`src/rtl/ocp_slave_fsm_pkg.sv`:
```
// Shared OCP encodings and slave FSM state type for the bring-up OCP target.
package ocp_slave_fsm_pkg;

  typedef enum logic [2:0] {
    CMD_IDLE = 3'd0,
    CMD_WR   = 3'd1,
    CMD_RD   = 3'd2,
    CMD_RDEX = 3'd3,
    CMD_RDL  = 3'd4,
    CMD_WRNP = 3'd5,
    CMD_WRC  = 3'd6,
    CMD_BCST = 3'd7
  } ocp_cmd_e;

  typedef enum logic [1:0] {
    RESP_NULL = 2'd0,
    RESP_DVA  = 2'd1,
    RESP_FAIL = 2'd2,
    RESP_ERR  = 2'd3
  } ocp_resp_e;

  typedef enum logic [1:0] {
    ST_IDLE   = 2'd0,
    ST_WAIT   = 2'd1,
    ST_ACCEPT = 2'd2,
    ST_RESP   = 2'd3
  } slv_state_e;

  localparam logic [7:0] ERR_CNT_MAX = 8'hFF;

  // Commands this target recognises on the wire but does not implement.
  function automatic logic cmd_is_unsupported(input logic [2:0] cmd);
    return (cmd == CMD_RDEX) || (cmd == CMD_RDL) || (cmd == CMD_WRC) || (cmd == CMD_BCST);
  endfunction

endpackage

```
`src/rtl/ocp_slave_mem.sv`:
```
// Flop register array: one synchronous write port gated by the clock enable,
// one combinational read port; async reset clears every entry.
module ocp_slave_mem #(
  parameter int AW = 4,
  parameter int DW = 8
) (
  input  logic          clk_i,
  input  logic          rst_i,
  input  logic          en_i,
  input  logic          we_i,
  input  logic [AW-1:0] waddr_i,
  input  logic [DW-1:0] wdata_i,
  input  logic [AW-1:0] raddr_i,
  output logic [DW-1:0] rdata_o
);

  logic [DW-1:0] mem_q [2**AW];

  always_ff @(posedge clk_i or posedge rst_i) begin
    if (rst_i) begin
      for (int i = 0; i < 2**AW; i++) mem_q[i] <= '0;
    end else if (en_i && we_i) begin
      mem_q[waddr_i] <= wdata_i;
    end
  end

  assign rdata_o = mem_q[raddr_i];

endmodule

```
`src/rtl/ocp_slave_fsm.sv`:
```
// OCP slave endpoint: captures one command, inserts WAIT_STATES before SCmdAccept,
// executes against a local register array and returns DVA/ERR (posted WR gets none).
module ocp_slave_fsm
  import ocp_slave_fsm_pkg::*;
#(
  parameter int                     MADDR_WIDTH = 64,
  parameter int                     MDATA_WIDTH = 8,
  parameter int                     SDATA_WIDTH = 8,
  parameter int                     MEM_AW      = 4,
  parameter logic [MADDR_WIDTH-1:0] BASE_ADDR   = '0,
  parameter int                     WAIT_STATES = 1
) (
  input  logic                   Clk,
  input  logic                   reset,
  input  logic                   EnableClk,
  input  logic [2:0]             MCmd,
  input  logic [MADDR_WIDTH-1:0] MAddr,
  input  logic [MDATA_WIDTH-1:0] MData,
  output logic                   SCmdAccept,
  output logic [1:0]             SResp,
  output logic [SDATA_WIDTH-1:0] SData,
  output logic [7:0]             err_count
);

  localparam logic [3:0] WS = 4'(WAIT_STATES);

  slv_state_e             state_q;
  logic [3:0]             cnt_q;
  logic [2:0]             cmd_q;
  logic [MADDR_WIDTH-1:0] addr_q;
  logic [MDATA_WIDTH-1:0] data_q;
  logic                   acc_q;
  logic [1:0]             resp_q;
  logic [SDATA_WIDTH-1:0] sdata_q;
  logic [7:0]             err_cnt_q;

  logic                   in_range;
  logic                   is_err;
  logic                   mem_we;
  logic [MDATA_WIDTH-1:0] mem_rdata;

  assign in_range = (addr_q[MADDR_WIDTH-1:MEM_AW] == BASE_ADDR[MADDR_WIDTH-1:MEM_AW]);
  assign is_err   = !in_range || cmd_is_unsupported(cmd_q);
  assign mem_we   = (state_q == ST_ACCEPT) && !is_err &&
                    ((cmd_q == CMD_WR) || (cmd_q == CMD_WRNP));

  ocp_slave_mem #(
    .AW (MEM_AW),
    .DW (MDATA_WIDTH)
  ) u_mem (
    .clk_i   (Clk),
    .rst_i   (reset),
    .en_i    (EnableClk),
    .we_i    (mem_we),
    .waddr_i (addr_q[MEM_AW-1:0]),
    .wdata_i (data_q),
    .raddr_i (addr_q[MEM_AW-1:0]),
    .rdata_o (mem_rdata)
  );

  always_ff @(posedge Clk or posedge reset) begin
    if (reset) begin
      state_q   <= ST_IDLE;
      cnt_q     <= '0;
      cmd_q     <= CMD_IDLE;
      addr_q    <= '0;
      data_q    <= '0;
      acc_q     <= 1'b0;
      resp_q    <= RESP_NULL;
      sdata_q   <= '0;
      err_cnt_q <= '0;
    end else if (EnableClk) begin
      case (state_q)
        ST_IDLE: begin
          if (MCmd != CMD_IDLE) begin
            cmd_q  <= MCmd;
            addr_q <= MAddr;
            data_q <= MData;
            cnt_q  <= WS;
            if (WS == 4'd0) begin
              state_q <= ST_ACCEPT;
              acc_q   <= 1'b1;
            end else begin
              state_q <= ST_WAIT;
            end
          end
        end
        ST_WAIT: begin
          // cnt_q counts the remaining wait cycles including this one.
          cnt_q <= cnt_q - 4'd1;
          if (cnt_q == 4'd1) begin
            state_q <= ST_ACCEPT;
            acc_q   <= 1'b1;
          end
        end
        ST_ACCEPT: begin
          acc_q <= 1'b0;
          if (is_err && (err_cnt_q != ERR_CNT_MAX)) err_cnt_q <= err_cnt_q + 8'd1;
          if (cmd_q == CMD_WR) begin
            state_q <= ST_IDLE;
          end else begin
            state_q <= ST_RESP;
            if (is_err) begin
              resp_q  <= RESP_ERR;
              sdata_q <= '0;
            end else if (cmd_q == CMD_RD) begin
              resp_q  <= RESP_DVA;
              sdata_q <= mem_rdata;
            end else begin
              resp_q  <= RESP_DVA;
              sdata_q <= '0;
            end
          end
        end
        ST_RESP: begin
          // No MRespAccept: the response is visible for exactly one cycle.
          state_q <= ST_IDLE;
          resp_q  <= RESP_NULL;
          sdata_q <= '0;
        end
        default: state_q <= ST_IDLE;
      endcase
    end
  end

  assign SCmdAccept = acc_q;
  assign SResp      = resp_q;
  assign SData      = sdata_q;
  assign err_count  = err_cnt_q;

endmodule

```
`config.mk`:
```
export PLATFORM = sky130hd
export DESIGN_NAME = ocp_slave_fsm
export DESIGN_NICKNAME = d
export VERILOG_FILES = /design/src/rtl/ocp_slave_fsm_pkg.sv /design/src/rtl/ocp_slave_mem.sv /design/src/rtl/ocp_slave_fsm.sv
export SDC_FILE = /design/constraint.sdc
export NUM_CORES = 1
export LEC_CHECK = 0
export BUFFER_PORTS_ARGS = -buffer_cell sky130_fd_sc_hd__buf_2
export CAP_MARGIN = 20
export CORE_MARGIN = 1.5
export CORE_UTILIZATION = 45
export DETAILED_ROUTE_END_ITERATION = 8
export PLACE_DENSITY_LB_ADDON = 0.12
export SYNTH_ARGS = -nofsm -noshare
export SYNTH_HDL_FRONTEND = slang
export SYNTH_SLANG_ARGS = --single-unit
```
`constraint.sdc`:
```
create_clock -name Clk -period 8.3 [get_ports Clk]
set_clock_uncertainty 0.05 [all_clocks]
set_input_delay 0.415 -clock Clk [delete_from_list [all_inputs] [get_ports Clk]]
set_output_delay 0.415 -clock Clk [all_outputs]
set_load 0.05 [all_outputs]
```
Word-level counts from Yosys, hierarchy flattened
Cells that the tools add are included.
{ "word_totals": {"elab_cells": 90, "in_bits": 78, "ramBits": 0, "latchBits": 0, "rom_bits": 0, "register_bits": 228, "output_inout_bits": 19, "n_memories": 0} }
{ "classes": {"n_mux": 21, "n_bitwise": 1, "addsub": 2, "n_shift": 0, "mul": 0, "magnitude_cmp": 2, "n_reduce_logical": 24, "n_eq_ne": 15, "n_div": 0} }
{ "op_table": {"columns": ["op", "n"], "rows": [
  ["128-bit bitwise mux", 1],
  ["60-bit logical NOT", 1],
  ["8-bit 2-to-1 mux", 6],
  ["8-bit binary-select mux with 4-bit select", 1],
  ["8-bit demux with 4-bit select", 1],
  ["3-bit AND reduction", 6],
  ["8-bit one-hot mux with 2 select lines", 1],
  ["3-bit equality test (second input constant)", 4],
  ["2-bit 2-to-1 mux", 5],
  ["8-bit by 1-bit adder with 8-bit output (second input constant)", 1],
  ["8-bit inequality test (second input constant)", 1],
  ["2-bit one-hot mux with 4 select lines", 1],
  ["4-bit one-hot mux with 2 select lines", 1],
  ["3-bit by 2-bit equality test with 1-bit output (second input constant)", 2],
  ["2-bit inequality test (second input constant)", 3],
  ["2-bit nonzero test", 3],
  ["5-bit >= comparator (second input constant)", 1],
  ["1-bit logical AND", 5],
  ["1-bit logical OR", 5],
  ["5-bit by 1-bit less-than comparator with 1-bit output (second input constant)", 1],
  ["4-bit inverter with 5-bit output", 1],
  ["2-bit equality test (second input constant)", 2],
  ["4-bit by 1-bit equality test with 1-bit output (second input constant)", 1],
  ["4-bit 2-to-1 mux", 1],
  ["9 further kinds", 10]
]} }

Depth between registers and ports, before layout
{ "logic_depth": {"word_depth": 9, "ltp_mapped": 8, "mapped_depth_nobuf": 6} }

Cells and area by module
From an unflattened synthesis, not the netlist that was laid out.
{ "hier_totals": {"cells_unflattened": 808, "hier_area_um2": 10008.3} }
{ "by_module_without_submodules": {"columns": ["mod", "cells_per_inst", "seq_area_each_um2", "area_each_um2", "instances"], "rows": [
  ["ocp_slave_mem", 365, 3203.1, 5911.9, 1],
  ["ocp_slave_fsm", 443, 2502.4, 4096.4, 1]
]} }

Least setup slack after synthesis
Ideal clock, no wire load.
{ "synth_path": {"kind": "flip-flop to flip-flop", "startpoint": "reg addr_q[44]", "endpoint": "reg u_mem.mem_q[72] in the netlist's numbering", "setup_ns": 0.125, "synth_period_minus_slack_ns": 2.272, "arrival_ns": 2.097, "path_slack_ns": 6.028, "required_time_ns": 8.125, "path_stages_with_launch": 7, "n_path_buf": 1, "path_cell_list": "dfrtp_1 -> nor4_1 -> nand4_1 -> nor4_4 -> buf_12 -> nand3_4 -> mux2_4"} }
{ "synth_between": {"elab_chain_cells": 7} }
{ "synth_lines": {"columns": ["item", "line_no", "source"], "rows": [
  ["start: declaration", "ocp_slave_fsm.sv:30", "logic [MADDR_WIDTH-1:0] addr_q;"],
  ["start signal: assignment", "ocp_slave_fsm.sv:77", "addr_q <= MAddr;"],
  ["60-bit logical NOT", "ocp_slave_fsm.sv:42", "assign in_range = (addr_q[MADDR_WIDTH-1:MEM_AW] == BASE_ADDR[MADDR_WIDTH-1:MEM_AW]);"],
  ["1-bit logical NOT", "ocp_slave_fsm.sv:43", "assign is_err = !in_range || cmd_is_unsupported(cmd_q);"],
  ["1-bit logical OR", "ocp_slave_fsm.sv:43", null],
  ["1-bit logical NOT", "ocp_slave_fsm.sv:44", "assign mem_we = (state_q == ST_ACCEPT) && !is_err &&"],
  ["1-bit logical AND (2 in series)", "ocp_slave_fsm.sv:44", null],
  ["1-bit logical AND", "ocp_slave_mem.sv:22", "end else if (en_i && we_i) begin"],
  ["end signal: indexed assignment", "ocp_slave_mem.sv:23", "mem_q[waddr_i] <= wdata_i;"],
  ["end: declaration", "ocp_slave_mem.sv:17", "logic [DW-1:0] mem_q [2**AW];"]
]} }
No other way between the ends.
A chain may end at the register's enable or synchronous reset.

Worst setup path in the final report
{ "layout_path": {"startpoint": "reg state_q[1]", "endpoint": "reg addr_q[13]"} }
{ "layout_between": {"elab_chain_cells": 2} }
{ "layout_lines": {"columns": ["item", "line_no", "source"], "rows": [
  ["start: declaration", "ocp_slave_fsm.sv:27", "slv_state_e state_q;"],
  ["start signal: assignment", "ocp_slave_fsm.sv:63", "state_q <= ST_IDLE;"],
  ["start signal: assignment", "ocp_slave_fsm.sv:81", "state_q <= ST_ACCEPT;"],
  ["start signal: assignment", "ocp_slave_fsm.sv:84", "state_q <= ST_WAIT;"],
  ["2-bit logical NOT", "ocp_slave_fsm.sv:73", "case (state_q)"],
  ["3-bit AND reduction (no line)", null, null]
]} }
No other way between the ends.

==> reports/qor.yml <==
layout:
  drive_gt1_share_pct: 52.41
  finalNonFillerCells: 1047
  nNetsFinal: 832
  area_delta_synth_final_pct: 15.13
  fin_util_pct: 52.86
  insertedDiodeCount: 0
  fillCellCount: 1841
die:
  io_pins: 97
  die_h_um: 152.5
  core-area_um2: 21890
  placement_rows: 54
  die_area_um2: 23240
  fp.dieW_um: 152.5
  start_util_pct: 45.91
pwr:
  seqPwrFrac_pct: 46.3
  power_density_nw_per_um2: 290.2
  swShare_pct: 31.75
  intPower_mw: 2.292
  clock_power_share_pct: 30.9
  max-vdd-ir-drop_v: 0.0001821
  power_switching_mw: 1.066
  p_leak_nw: 5.487
  power_frac_comb_pct: 22.8
logic_synthesis:
  ys_ff_latch: 228
  ys.warnings.count: 0
  ys_top_cells_by_area: "dfrtp_1, mux2_2, mux4_2"
  synth_commonest_cells: "dfrtp_1, mux2_2, mux4_2"
  async_flop_share_pct: 100.0
  synth_seq_area_share_pct: 56.77
  synth_cell_types: 45
  synth_largest_area_cell: "dfrtp_1"
  syn_nets: 734
  synth_top_area_share_pct: 56.77
  syn_inst: 653
  synth.most_common_cell: "dfrtp_1"
  syn_area_per_cell_um2: 15.39
  synth_edf_count: 0
  synth_top_flop_cell: "dfrtp_1"
  syn_area_um2: 10050
detailed_routing:
  antenna_left: 0
  wirelength_mm: 22.19
  wl_met3_um: 856
  first_iter_violations: 265
  via_per_inst: 5.667
  post_drt_wl_per_cell_um: 21.19
  firstDrtPassIters: 4
  route.met2.wl_mm: 10.82
  dr_total_vias: 5933
  drc: 0
  met1_length_mm: 9.924
  highest_layer: "met4"
setup_path:
  crit_path_end_kind: "register"
  timing.rr.start: "state_q[1]$_DFFE_PP0P_"
  rr_worst_depth: 4
  path_max_fanout: 67
  crit_type: "reg2reg"
  endpoint: "addr_q[13]$_DFFE_PP0P_"
  critPathArrivalTime_ps: 3350
  cp.required_ps: 8640
  worstSetupStartpointType: "register"
  r2r-end: "addr_q[13]$_DFFE_PP0P_"
  crit_start: "state_q[1]$_DFFE_PP0P_"
  regToRegSetupSlack_ps: 5290
global_route:
  antenna_found_initial: 0
  groute.usage.overall_pct: 19.57
  grt_pass1_vias: 6537
  grt_pass1_wl_mm: 36.13
  grt-ovfl-total: 0
  grt_max_degree: 93
outcome:
  status: "finished clean"
placed_design:
  numPortBuffers: 96
  gp_congestion: 0.7642
  dp_hpwl_mm: 14.78
  placed_cells: 1004
timing:
  setup_viol: 0
  tns_ps: 0
  hold_ws_ps: 82.53
  timing.final.crit_period_ps: 3013
  rsz0062_at_grt: "false"
  timing.fmax_mhz: 331.9
  finalCritPeriodShare_pct: 36.30
  relSlewSlack_pct: 24.76
  timing_hold_violations_final: 0
  slew_violations: 0
  tightest_slew_ps: 1128
cts:
  clkSlewWorstSetupHoldPaths_ps: 60
  cts_hold_buf: 1
  cts_buffers: 24
  clock-sinks: 228
  clock_latency_ps: 510
  cts-root-buf: "clkbuf_16"
  cts_tree: "done"
  cts_htree_levels: 1
  post_cts_resized: 0
  post_cts_buffers: 0
  clockBufferDepth: 3
flow_run:
  maxCapViolations: 0
hold_path:
  holdCritPathClass: "in2reg"
==> cell families after synthesis <==
kind of cell             share of synthesized area [%]
flip-flops                                       56.77
XOR/XNOR                                        0.6100
AND/OR/NAND/NOR                                  6.785
adder cells (fa/ha/maj)                         0.3735
multiplexers                                     30.54
AO/OA/AOI/OAI                                    3.150
buffers and inverters                            1.780
==> layer usage <==
metal	GRT usage (%)	vias up
met5	0	-
met4	5.403	0
met3	2.617	40
met2	32.56	112
met1	27.13	3134
li1	-	2647
==> layout make-up <==
class | instances | area [um2] | area share, %
Multi-Input combinational cell | 387 | 4172 | 36.05
Clock buffer | 36 | 706.9 | 6.109
Inverter | 4 | 22.52 | 0.1946
Timing Repair Buffer | 106 | 558.0 | 4.823
Clock inverter | 6 | 55.05 | 0.4758
Tap cell | 280 | 350.3 | 3.028
Sequential cell | 228 | 5707 | 49.32
==> registers in the layout, indices dropped and copies added (netlist names) <==
signal,flops
SData,8
SResp,2
addr_q,64
u_mem.mem_q,128
SCmdAccept,1
err_count,8
cnt_q,4
state_q,2
data_q,8
cmd_q,3
==> power by group through the flow <==
stage / Sequential [mW] / Combinational, mW / Clock, mW
global placement: 1.56 / 0.745 / 0
floorplan: 1.50 / 0.616 / 0
CTS: 1.56 / 0.780 / 1.06
detailed placement: 1.58 / 0.775 / 0
finish: 1.56 / 0.765 / 1.04
global route: 1.60 / 0.835 / 1.11
==> worst min path at each step <==
| stage | from | to | slack, ps | cells after the start |
|---|---|---|---|---|
| 4_1_cts | MAddr[4] | addr_q[4]$_DFFE_PP0P_ | 60 | 2 |
| 6_report | MAddr[53] | addr_q[53]$_DFFE_PP0P_ | 80 | 2 |
| 5_1_grt | MAddr[46] | addr_q[46]$_DFFE_PP0P_ | 70 | 2 |
| 3_5_place_dp | err_count[5]$_DFFE_PP0P_ | err_count[5]$_DFFE_PP0P_ | 420 | 1 |
| 2_1_floorplan | u_mem.mem_q[55]$_DFFE_PP0P_ | u_mem.mem_q[55]$_DFFE_PP0P_ | 410 | 1 |
| 3_3_place_gp | err_count[5]$_DFFE_PP0P_ | err_count[5]$_DFFE_PP0P_ | 420 | 1 |
==> stage by stage <==
stage                     worst slack (ps)  cell area [um2]  power [mW]
after detailed placement              5235            10800       2.353
after global placement                5361            10800       2.301
after floorplan                       1587            10050       2.120
final                                 5287            11570       3.358
after CTS                             5275            11570       3.398
after global routing                  5105            11570       3.540
==> worst max-delay path: stages (launching register included) <==
cell	delay, ps
dfrtp_1	450
and2b_1	290
nor3b_2	850
buf_4	780
mux2_2	420
==> cell usage in the layout, fill, tap and decap left out, types with 2 or more instances in the layout <==
| cell | Yosys | layout |
|---|---|---|
| a22oi_1 | 16 | 16 |
| mux2_4 | 5 | 5 |
| mux2_2 | 200 | 200 |
| nand2b_1 | 3 | 3 |
| nand3_4 | 10 | 10 |
| nor2_1 | 7 | 7 |
| nand3_2 | 6 | 6 |
| clkbuf_1 | 22 | 7 |
| clkbuf_8 | 0 | 4 |
| and2_1 | 2 | 2 |
| a31oi_1 | 2 | 2 |
| nor4_1 | 17 | 17 |
| nand2_1 | 19 | 19 |
| a22o_1 | 9 | 9 |
| nor3b_2 | 2 | 3 |
| dfrtp_1 | 228 | 227 |
| and3_1 | 2 | 2 |
| nand4_1 | 8 | 8 |
| xnor2_1 | 2 | 2 |
| mux4_2 | 32 | 32 |
| clkbuf_16 | 0 | 25 |
| xor2_1 | 5 | 5 |
| o21ai_0 | 8 | 8 |
| buf_4 | 0 | 9 |
| a21oi_1 | 6 | 6 |
| buf_2 | 9 | 96 |
| ha_1 | 3 | 3 |
| inv_1 | 4 | 3 |
| nand3_1 | 4 | 4 |
| clkinv_2 | 0 | 5 |
| nor2b_1 | 2 | 2 |
| nor3_1 | 2 | 2 |
(Power assumes the default switching activity.)
